**config.mk**
```make
export PLATFORM = sky130hd
export DESIGN_NAME = exec_imm_arith
export DESIGN_NICKNAME = d
export VERILOG_FILES = /design/src/rtl/instr_type_pkg.sv /design/src/rtl/exec_imm_arith_shift.sv /design/src/rtl/exec_imm_arith.sv
export SDC_FILE = /design/constraint.sdc
export NUM_CORES = 1
export LEC_CHECK = 0
export BUFFER_PORTS_ARGS = -buffer_cell sky130_fd_sc_hd__buf_2
export CAP_MARGIN = 5
export CELL_PAD_IN_SITES_DETAIL_PLACEMENT = 1
export CELL_PAD_IN_SITES_GLOBAL_PLACEMENT = 2
export CORE_ASPECT_RATIO = 1.4
export CORE_UTILIZATION = 33
export DETAILED_ROUTE_END_ITERATION = 12
export GPL_TIMING_DRIVEN = 0
export HOLD_SLACK_MARGIN = 0.02
export PLACE_DENSITY = 0.87
export SETUP_SLACK_MARGIN = 0.3
export SLEW_MARGIN = 20
export SYNTH_ARGS = -nofsm -noshare
export SYNTH_HDL_FRONTEND = slang
export SYNTH_SLANG_ARGS = --single-unit
export TNS_END_PERCENT = 50
```
**constraint.sdc**
```tcl
create_clock -name clk -period 1.4 [get_ports clk]
set_input_delay 0 -clock clk [delete_from_list [all_inputs] [get_ports clk]]
set_output_delay 0 -clock clk [all_outputs]
set_load 0.02 [all_outputs]
```
**src/rtl/instr_type_pkg.sv**
```systemverilog
// instr_type: shared types for the immediate-arithmetic execute path.
// EXEC_IMM_ARITH_SERIAL_SHIFT_EN adds the SHIFT state used by the bit-serial shifter.
package instr_type;

   localparam int unsigned IMM_W   = 12;
   localparam int unsigned RD_W    = 5;
   localparam int unsigned SHAMT_W = 5;

   // Opcode class produced by the immediate-arith decoder.
   typedef enum logic [3:0] {
      IAK_ADDI    = 4'd0,
      IAK_SLTI    = 4'd1,
      IAK_SLTIU   = 4'd2,
      IAK_XORI    = 4'd3,
      IAK_ORI     = 4'd4,
      IAK_ANDI    = 4'd5,
      IAK_SLLI    = 4'd6,
      IAK_SRLI    = 4'd7,
      IAK_SRAI    = 4'd8,
      IAK_INVALID = 4'd15
   } imm_arith_kind_t;

   // Execute-stage control state.
   typedef enum logic [1:0] {
      ST_IDLE  = 2'd0,
      ST_HOLD  = 2'd1
`ifdef EXEC_IMM_ARITH_SERIAL_SHIFT_EN
      ,
      ST_SHIFT = 2'd2
`endif
   } exec_imm_state_t;

   // True for the three shift opcodes.
   function automatic logic is_shift(input imm_arith_kind_t k);
      return (k == IAK_SLLI) || (k == IAK_SRLI) || (k == IAK_SRAI);
   endfunction

endpackage

```
**src/rtl/exec_imm_arith_shift.sv**
```systemverilog
// imm_shift_iter: one-bit-per-cycle shifter with a down-counter of remaining steps.
// Used only when EXEC_IMM_ARITH_SERIAL_SHIFT_EN is defined.
module imm_shift_iter
   import instr_type::*;
#(
   parameter int unsigned XLEN = 32
) (
   input  logic               clk,
   input  logic               rst,
   input  logic               start,
   input  imm_arith_kind_t    kind,
   input  logic [XLEN-1:0]    data,
   input  logic [SHAMT_W-1:0] shamt,
   output logic [XLEN-1:0]    next_value_c,
   output logic               last_c
);

   logic [XLEN-1:0]    shreg_q, shreg_d;
   logic [SHAMT_W-1:0] cnt_q, cnt_d;
   logic               left_q, left_d;
   logic               arith_q, arith_d;
   logic [XLEN-1:0]    step_c;

   // Value after one more single-bit shift of the working register.
   always_comb begin
      if (left_q) begin
         step_c = {shreg_q[XLEN-2:0], 1'b0};
      end else begin
         step_c = {arith_q & shreg_q[XLEN-1], shreg_q[XLEN-1:1]};
      end
   end

   assign next_value_c = step_c;
   assign last_c       = (cnt_q == SHAMT_W'(1));

   // Load on start, otherwise shift once per cycle while steps remain.
   always_comb begin
      shreg_d = shreg_q;
      cnt_d   = cnt_q;
      left_d  = left_q;
      arith_d = arith_q;
      if (start) begin
         shreg_d = data;
         cnt_d   = shamt;
         left_d  = (kind == IAK_SLLI);
         arith_d = (kind == IAK_SRAI);
      end else if (cnt_q != '0) begin
         shreg_d = step_c;
         cnt_d   = cnt_q - SHAMT_W'(1);
      end
   end

   // Working register and counter.
   always_ff @(posedge clk or negedge rst) begin
      if (!rst) begin
         shreg_q <= '0;
         cnt_q   <= '0;
         left_q  <= 1'b0;
         arith_q <= 1'b0;
      end else begin
         shreg_q <= shreg_d;
         cnt_q   <= cnt_d;
         left_q  <= left_d;
         arith_q <= arith_d;
      end
   end

endmodule

```
**src/rtl/exec_imm_arith.sv**
```systemverilog
// exec_imm_arith: I-type immediate arithmetic execute stage with a one-deep result register.
// Build macro EXEC_IMM_ARITH_SERIAL_SHIFT_EN selects a bit-serial shifter for slli/srli/srai;
// without it every kind, shifts included, completes in one cycle through a barrel shifter.
module exec_imm_arith
   import instr_type::*;
#(
   parameter int unsigned XLEN = 32
) (
   input  logic             clk,
   input  logic             rst,
   input  logic             in_valid,
   output logic             in_ready,
   input  imm_arith_kind_t  in_kind,
   input  logic [XLEN-1:0]  in_rs1,
   input  logic [IMM_W-1:0] in_imm,
   input  logic [RD_W-1:0]  in_rd,
   output logic             out_valid,
   input  logic             out_ready,
   output logic [XLEN-1:0]  out_result,
   output logic [RD_W-1:0]  out_rd,
   output logic             out_we,
   output logic             out_illegal
);

   exec_imm_state_t    state_q, state_d;
   logic               out_valid_q, out_valid_d;
   logic [XLEN-1:0]    out_result_q, out_result_d;
   logic [RD_W-1:0]    out_rd_q, out_rd_d;
   logic               out_we_q, out_we_d;
   logic               out_illegal_q, out_illegal_d;

   logic               accept_c;
   logic               busy_c;
   logic               legal_c;
   logic [XLEN-1:0]    imm_sext_c;
   logic [XLEN-1:0]    alu_res_c;
   logic [SHAMT_W-1:0] shamt_c;

   assign imm_sext_c = {{(XLEN-IMM_W){in_imm[IMM_W-1]}}, in_imm};
   assign shamt_c    = in_imm[SHAMT_W-1:0];

`ifdef EXEC_IMM_ARITH_SERIAL_SHIFT_EN
   logic            shift_start_c;
   logic            shift_last_c;
   logic [XLEN-1:0] shift_next_c;

   // A zero shift amount completes through the normal one-cycle path.
   assign shift_start_c = accept_c && is_shift(in_kind) && (shamt_c != '0);
   assign busy_c        = (state_q == ST_SHIFT);

   imm_shift_iter #(
      .XLEN (XLEN)
   ) u_shift (
      .clk          (clk),
      .rst          (rst),
      .start        (shift_start_c),
      .kind         (in_kind),
      .data         (in_rs1),
      .shamt        (shamt_c),
      .next_value_c (shift_next_c),
      .last_c       (shift_last_c)
   );
`else
   assign busy_c = 1'b0;
`endif

   // The output slot frees up in the same cycle it is consumed, allowing one result per cycle.
   assign in_ready = !busy_c && (!out_valid_q || out_ready);
   assign accept_c = in_valid && in_ready;

   // Single-cycle result for the accepted bundle; unknown kinds are flagged illegal.
   always_comb begin
      alu_res_c = '0;
      legal_c   = 1'b1;
      case (in_kind)
         IAK_ADDI:  alu_res_c = in_rs1 + imm_sext_c;
         IAK_SLTI:  alu_res_c = XLEN'($signed(in_rs1) < $signed(imm_sext_c));
         IAK_SLTIU: alu_res_c = XLEN'(in_rs1 < imm_sext_c);
         IAK_XORI:  alu_res_c = in_rs1 ^ imm_sext_c;
         IAK_ORI:   alu_res_c = in_rs1 | imm_sext_c;
         IAK_ANDI:  alu_res_c = in_rs1 & imm_sext_c;
`ifdef EXEC_IMM_ARITH_SERIAL_SHIFT_EN
         IAK_SLLI, IAK_SRLI, IAK_SRAI: alu_res_c = in_rs1;
`else
         IAK_SLLI:  alu_res_c = in_rs1 << shamt_c;
         IAK_SRLI:  alu_res_c = in_rs1 >> shamt_c;
         IAK_SRAI:  alu_res_c = XLEN'($signed(in_rs1) >>> shamt_c);
`endif
         default:   legal_c = 1'b0;
      endcase
   end

   // Next-state and output register update.
   always_comb begin
      state_d       = state_q;
      out_valid_d   = out_valid_q && !out_ready;
      out_result_d  = out_result_q;
      out_rd_d      = out_rd_q;
      out_we_d      = out_we_q;
      out_illegal_d = out_illegal_q;

      case (state_q)
         ST_IDLE: state_d = ST_IDLE;
         ST_HOLD: begin
            if (out_ready) begin
               state_d = ST_IDLE;
            end
         end
`ifdef EXEC_IMM_ARITH_SERIAL_SHIFT_EN
         ST_SHIFT: begin
            if (shift_last_c) begin
               state_d      = ST_HOLD;
               out_valid_d  = 1'b1;
               out_result_d = shift_next_c;
            end
         end
`endif
         default: state_d = ST_IDLE;
      endcase

      if (accept_c) begin
         out_rd_d      = in_rd;
         out_we_d      = legal_c && (in_rd != '0);
         out_illegal_d = !legal_c;
`ifdef EXEC_IMM_ARITH_SERIAL_SHIFT_EN
         if (shift_start_c) begin
            state_d     = ST_SHIFT;
            out_valid_d = 1'b0;
         end else
`endif
         begin
            state_d      = ST_HOLD;
            out_valid_d  = 1'b1;
            out_result_d = alu_res_c;
         end
      end
   end

   // State and result registers.
   always_ff @(posedge clk or negedge rst) begin
      if (!rst) begin
         state_q       <= ST_IDLE;
         out_valid_q   <= 1'b0;
         out_result_q  <= '0;
         out_rd_q      <= '0;
         out_we_q      <= 1'b0;
         out_illegal_q <= 1'b0;
      end else begin
         state_q       <= state_d;
         out_valid_q   <= out_valid_d;
         out_result_q  <= out_result_d;
         out_rd_q      <= out_rd_d;
         out_we_q      <= out_we_d;
         out_illegal_q <= out_illegal_d;
      end
   end

   assign out_valid   = out_valid_q;
   assign out_result  = out_result_q;
   assign out_rd      = out_rd_q;
   assign out_we      = out_we_q;
   assign out_illegal = out_illegal_q;

endmodule
```
# Word level (Yosys, flattened, before mapping)
# Index checks and enable logic that the tools add are counted.
# totals
mem_bits_rw,0
in_bits,57
latchBits,0
wordCells,35
regBits,40
mem_bits_ro,0
out_inout_bits,41
memories,0
# classes
n_reduce_logical,10
n_bitwise,3
magnitude_cmp,2
n_shift,3
n_addsub,1
n_mux,3
multipliers,0
eq_ne,8
div_mod_pow,0
# ops
op,count
one-hot mux 32 bit (9 select lines),1
adder 32 bit,1
AND 32 bit,1
less-than comparator 32 x 12 -> 1 bit,1
less-than comparator 32 bit,1
OR 32 bit,1
left shift 32 x 5 -> 32 bit,1
>> shifter 32 x 5 -> 32 bit,1
>>> shifter 32 x 5 -> 32 bit,1
bitwise XOR 32 bit,1
== test 4 x 3 -> 1 bit (second input constant),4
OR reduction 9 bit,1
== test 4 x 2 -> 1 bit (second input constant),2
nonzero test 5 bit,1
== test 4 x 1 -> 1 bit (second input constant),1
== test 4 bit (second input constant),1
logical NOT 4 bit,1
logical AND 1 bit,3
logical NOT 1 bit,3
2-to-1 mux 1 bit,2
logical OR 1 bit,1

# Depth between registers and ports, before layout
# depth
depth_word,4
mapped_depth,14
mapped_depth_nobuf,10

# Least setup slack after synthesis
# No wires, ideal clock.
# synth_timing
kind,input -> register
from,in in_imm[2]
to,reg out_result_q[19] (netlist: out_result[19])
slack_ps,-1523
setup_time_ps,126
required_ps,1274
stages,13
arrival_time_ps,2796
n_path_buf,3
path_cell_list,buf_6 > inv_2 > buf_2 > buf_1 > ha_1 > a21oi_1 > a21oi_1 > or3_1 > a221o_1 > a211oi_1 > nor2_1 > mux2i_1 > a221o_1
# synth_between
elab_chain_len,2
word_cells_on_any_way,5
cone_classes,add/sub (1); shift (3); mux (1)
# synth_lines
element,line,text
start: declaration,exec_imm_arith.sv:15,"input logic [IMM_W-1:0] in_imm,"
"adder 32 bit, or another cell as far along",exec_imm_arith.sv:76,IAK_ADDI: alu_res_c = in_rs1 + imm_sext_c;
one-hot mux 32 bit (9 select lines) (*),exec_imm_arith.sv:75,case (in_kind)
end signal: assignment,exec_imm_arith.sv:151,out_result_q <= out_result_d;
end: declaration,exec_imm_arith.sv:27,"logic [XLEN-1:0] out_result_q, out_result_d;"
# Every way passes the cells marked *; elsewhere a longest branch is shown, timed or not.
# A chain may end at the register's enable or synchronous reset.

# Worst setup path after layout
# layout_timing
from,in in_rs1[17]
to,reg out_result_q[0] (netlist: out_result[0])
# layout_between
elab_chain_len,2
word_cells_on_any_way,6
cone_classes,order compare (2); shift (3); mux (1)
# layout_lines
element,line,text
start: declaration,exec_imm_arith.sv:14,"input logic [XLEN-1:0] in_rs1,"
"less-than comparator 32 bit, or another cell as far along",exec_imm_arith.sv:78,IAK_SLTIU: alu_res_c = XLEN'(in_rs1 < imm_sext_c);
one-hot mux 32 bit (9 select lines) (*),exec_imm_arith.sv:75,
# Marks and branches as above.

==> summary.txt <==
Yosys
  – Synth Instances: 1165
  – Cell taking the most area after synthesis: ha_1
  – Ys async rst share: 1.00
  – Synth top area cells: ha_1, mux4_2, dfrtp_1, a21oi_1, mux2i_1
  – Sequential share of the synthesized area: 0.109
  – Top-area cell type share of the netlist area: 0.132
  – Synth Area in Adders: 0.135
  – Share of synthesized cell area in and, or, nand and nor gates: 0.166
  – Yosys warns: 0
  – Top_reg_cell synth: dfrtp_1
  – Net Count, Synth: 1320
  – Synth Area in XOR/XNOR: 0.0172
  – Syn avg cell area: 7.86 um2
  – Post-synth cell types: 83
  – Compound-Gate Fraction of Synth Area: 0.295
  – Number of enable flip-flop cells after synthesis: 0
  – Mux cell area share after synthesis: 0.201
  – Main combinational cell family by area after synthesis: compound AO/OA/AOI/OAI gates
  – Yosys reg bits: 40
  – Synth Cell Area: just over 9000 um2

Power
  – Leak: 5.68 nW
  – Peak VDD IR: 0.000411 V
  – Overall power: 7.98 mW
  – Power density over the cells: 608 nW/um2

Critical path
  – Worst Path Required: roughly 1600 ps
  – Startpoint Class: input port
  – CP Capture Type: flop
  – Buf/Inv on CP: 4
  – Critical path peak fanout: 10
  – Worst Path Arrival: 2680 ps
  – Flop-to-flop setup slack: -540 ps
  – Delay-heaviest family, CP: compound AO/OA/AOI/OAI gates
  – Cell chain of the critical path: buf_4 > clkinvlp_4 > ha_1 > clkbuf_2 > inv_1 > a21o_1 > a21oi_1 > a211oi_2 > nor4_4 > o21ai_2 > mux2_4 > a22oi_2
  – CP Launch Point: in_rs1[17]
  – Slowest CP cell: nor4_4
  – Worst R2R Start: out_valid
  – Slowest stage delay, CP: 410 ps
  – Crit Path Class: input port to flop

Placement
  – Pre-CTS setup slack: -3620 ps
  – Port Buffers: between 90 and 100
  – Placer congestion estimate: about 1.0
  – Post-DP HPWL: 39.0 mm

Final layout
  – Synth-to-Final Area Change: 43.3%
  – Area of the multi-input gates: 8660 um2
  – Commonest non-fill, non-tap cell in the layout: nand2_1
  – Reg area: 1000 um2
  – Nets: 1535
  – Layout cells sized above 1: 0.405
  – Fillcell total: 3162
  – Most frequent cells in the layout: nand2_1, nor2_1, buf_2, buf_4, ha_1

Route
  – Drt wl/cell: 30.7 um
  – DRT Wirelength: between 50 and 60 mm
  – Post-route DRC: 0
  – Iter 0 DRT Violations: 941
  – Vias: 11200
  – Vias per cell: between 6 and 7
  – Antenna-violating nets left: 0
  – Initial DRT Pass Iterations: 7

Clock network
  – Root buffer cell: clkbuf_16
  – Clock Sinks: 40
  – Num CTS Buffers: 5
  – Clock Pin Slew Worst Setup and Hold Paths: 60 ps
  – H-tree levels: 2
  – Clk_lat worst skew: 280 ps
  – CTS tree: yes
  – Clock Tree Buf Depth: 2

Floorplanning
  – Full die area: between 20000 and 30000 um2
  – Initial Util: 0.338
  – I/O pin count: 98
  – Die height: 199 um
  – Row count: 71
  – Core footprint: around 27000 um2
  – Die X: 143 um

Timing
  – Final Hold Fails: 0
  – RSZ-0062 raised after global routing: yes
  – Setup-failing EPs final: 35
  – Slew headroom: 0.368
  – Ratio of final minimum period to clock period: 1.79
  – Max-slew violation count: 0
  – Final setup margin: -1100 ps
  – Worst hold slack: between 80 and 90 ps
  – Achievable frequency: 400 MHz
  – Worst Max-Slew Pin Slew: 949 ps
  – Layout Skew: 4.27 ps
  – Crit path time final: roughly 2500 ps

Status
  – Status: finished with violations
  – Failing checks: setup timing

GRT
  – Antenna violations before repair: 1
  – Vias in the first global route: roughly 11000
  – Total congestion overflow: 0
  – Largest net degree at the start of global routing: 41
  – GRT Resource Usage Total: 0.371
  – First-pass GRT wire length: 76.1 mm

Flow run
  – Max-cap violations: 0

Hold path
  – Hold Startpoint: in_valid
  – Worst hold path class: input port to flop
==> power by group <==
part	internal (mW)	leakage, nW	switching, mW
Clock	0.938	0.0901	0.439
Combinational	2.12	5.07	3.11
Sequential	1.29	0.523	0.0800
Total	4.34	5.68	3.63
==> Yosys cell counts, types with 5 or more instances <==
library cell,count
o21bai_1,9
nor2_1,106
a21o_1,25
mux2_2,31
mux4_2,46
and2_1,6
nand2_1,106
and3_1,9
a31oi_1,11
a221o_1,11
xor2_1,7
nor3_1,14
o211ai_1,26
nor4_1,10
xnor2_1,11
nand2b_1,12
o221ai_1,7
mux2i_1,40
buf_4,6
o2111ai_1,7
a211oi_1,20
a22o_1,5
ha_1,97
o22ai_1,6
dfrtp_1,40
buf_6,6
a221oi_1,25
nand3_1,15
o21ai_0,56
buf_1,7
a22oi_1,14
inv_1,61
a21oi_1,101
clkbuf_1,54
o21a_1,5
o21ai_1,34
buf_2,24
or3_1,11
==> stage by stage <==
stage          TNS [ps]   util  cells  instance area, um2
6_report         -26370  0.485   1747               13100
5_1_grt          -27980  0.485   1746               13100
4_1_cts          -24240  0.456   1707               12300
3_5_place_dp     -72620  0.384   1628               10400
3_3_place_gp     -72820  0.384   1627               10400
2_1_floorplan    -30560      -   1165                9460
==> layer usage <==
metal	track usage	wire, um
met1	0.418	19600
met3	0.0324	2980
met4	0.305	5440
met5	0	0
met2	0.638	25700
==> kinds of logic after synthesis <==
family	after synthesis
AOI/OAI and AO/OA	403
xor gates and xnor gates	18
adders and majority gates	98
buffers and inverters	161
DFF	40
muxes	122
and+or+nand+nor	323
==> tightest hold or removal path, stage by stage <==
cell and delay, ps:
buf_2 150, a21oi_1 120, nor2_4 70
==> state kept, by name, indices dropped and copies added, names as in the netlist <==
name and count:
out_rd 5, out_valid 1, out_illegal 1, out_we 1
out_result 32
==> what timing repair did <==
| action | CTS | global route |
|---|---|---|
| cloned | 4 | 0 |
| buffers inserted | 60 | 39 |
| hold buffers | 7 | 0 |
| endpoints found under the setup margin | 39 | 79 |
| gates resized for setup | 290 | 121 |
| pin swaps | 62 | 59 |
| hold endpoints to repair | 47 | 0 |
==> final timing paths <==
kind / to / depth (start not counted)
worst max-delay path: out_result[0] / 12
worst min-delay path: out_illegal / 3
min in group asynchronous: out_illegal / 2
max in group asynchronous: out_result[18] / 2
worst min register to register: out_result[13] / 2
worst max register to register: out_result[28] / 7
==> area by class of cell <==
cell class	instances	share of cell area
Clock inverter	1	0.00229
Inverter	64	0.0221
Clock buffer	7	0.0116
Sequential cell	40	0.0762
Antenna cell	1	0.000191
Timing Repair inverter	3	0.00152
Buffer	97	0.0699
Tap cell	365	0.0348
Timing Repair Buffer	205	0.122
Multi-Input combinational cell	964	0.660
No activity file was read; power rests on OpenSTA's default activity.
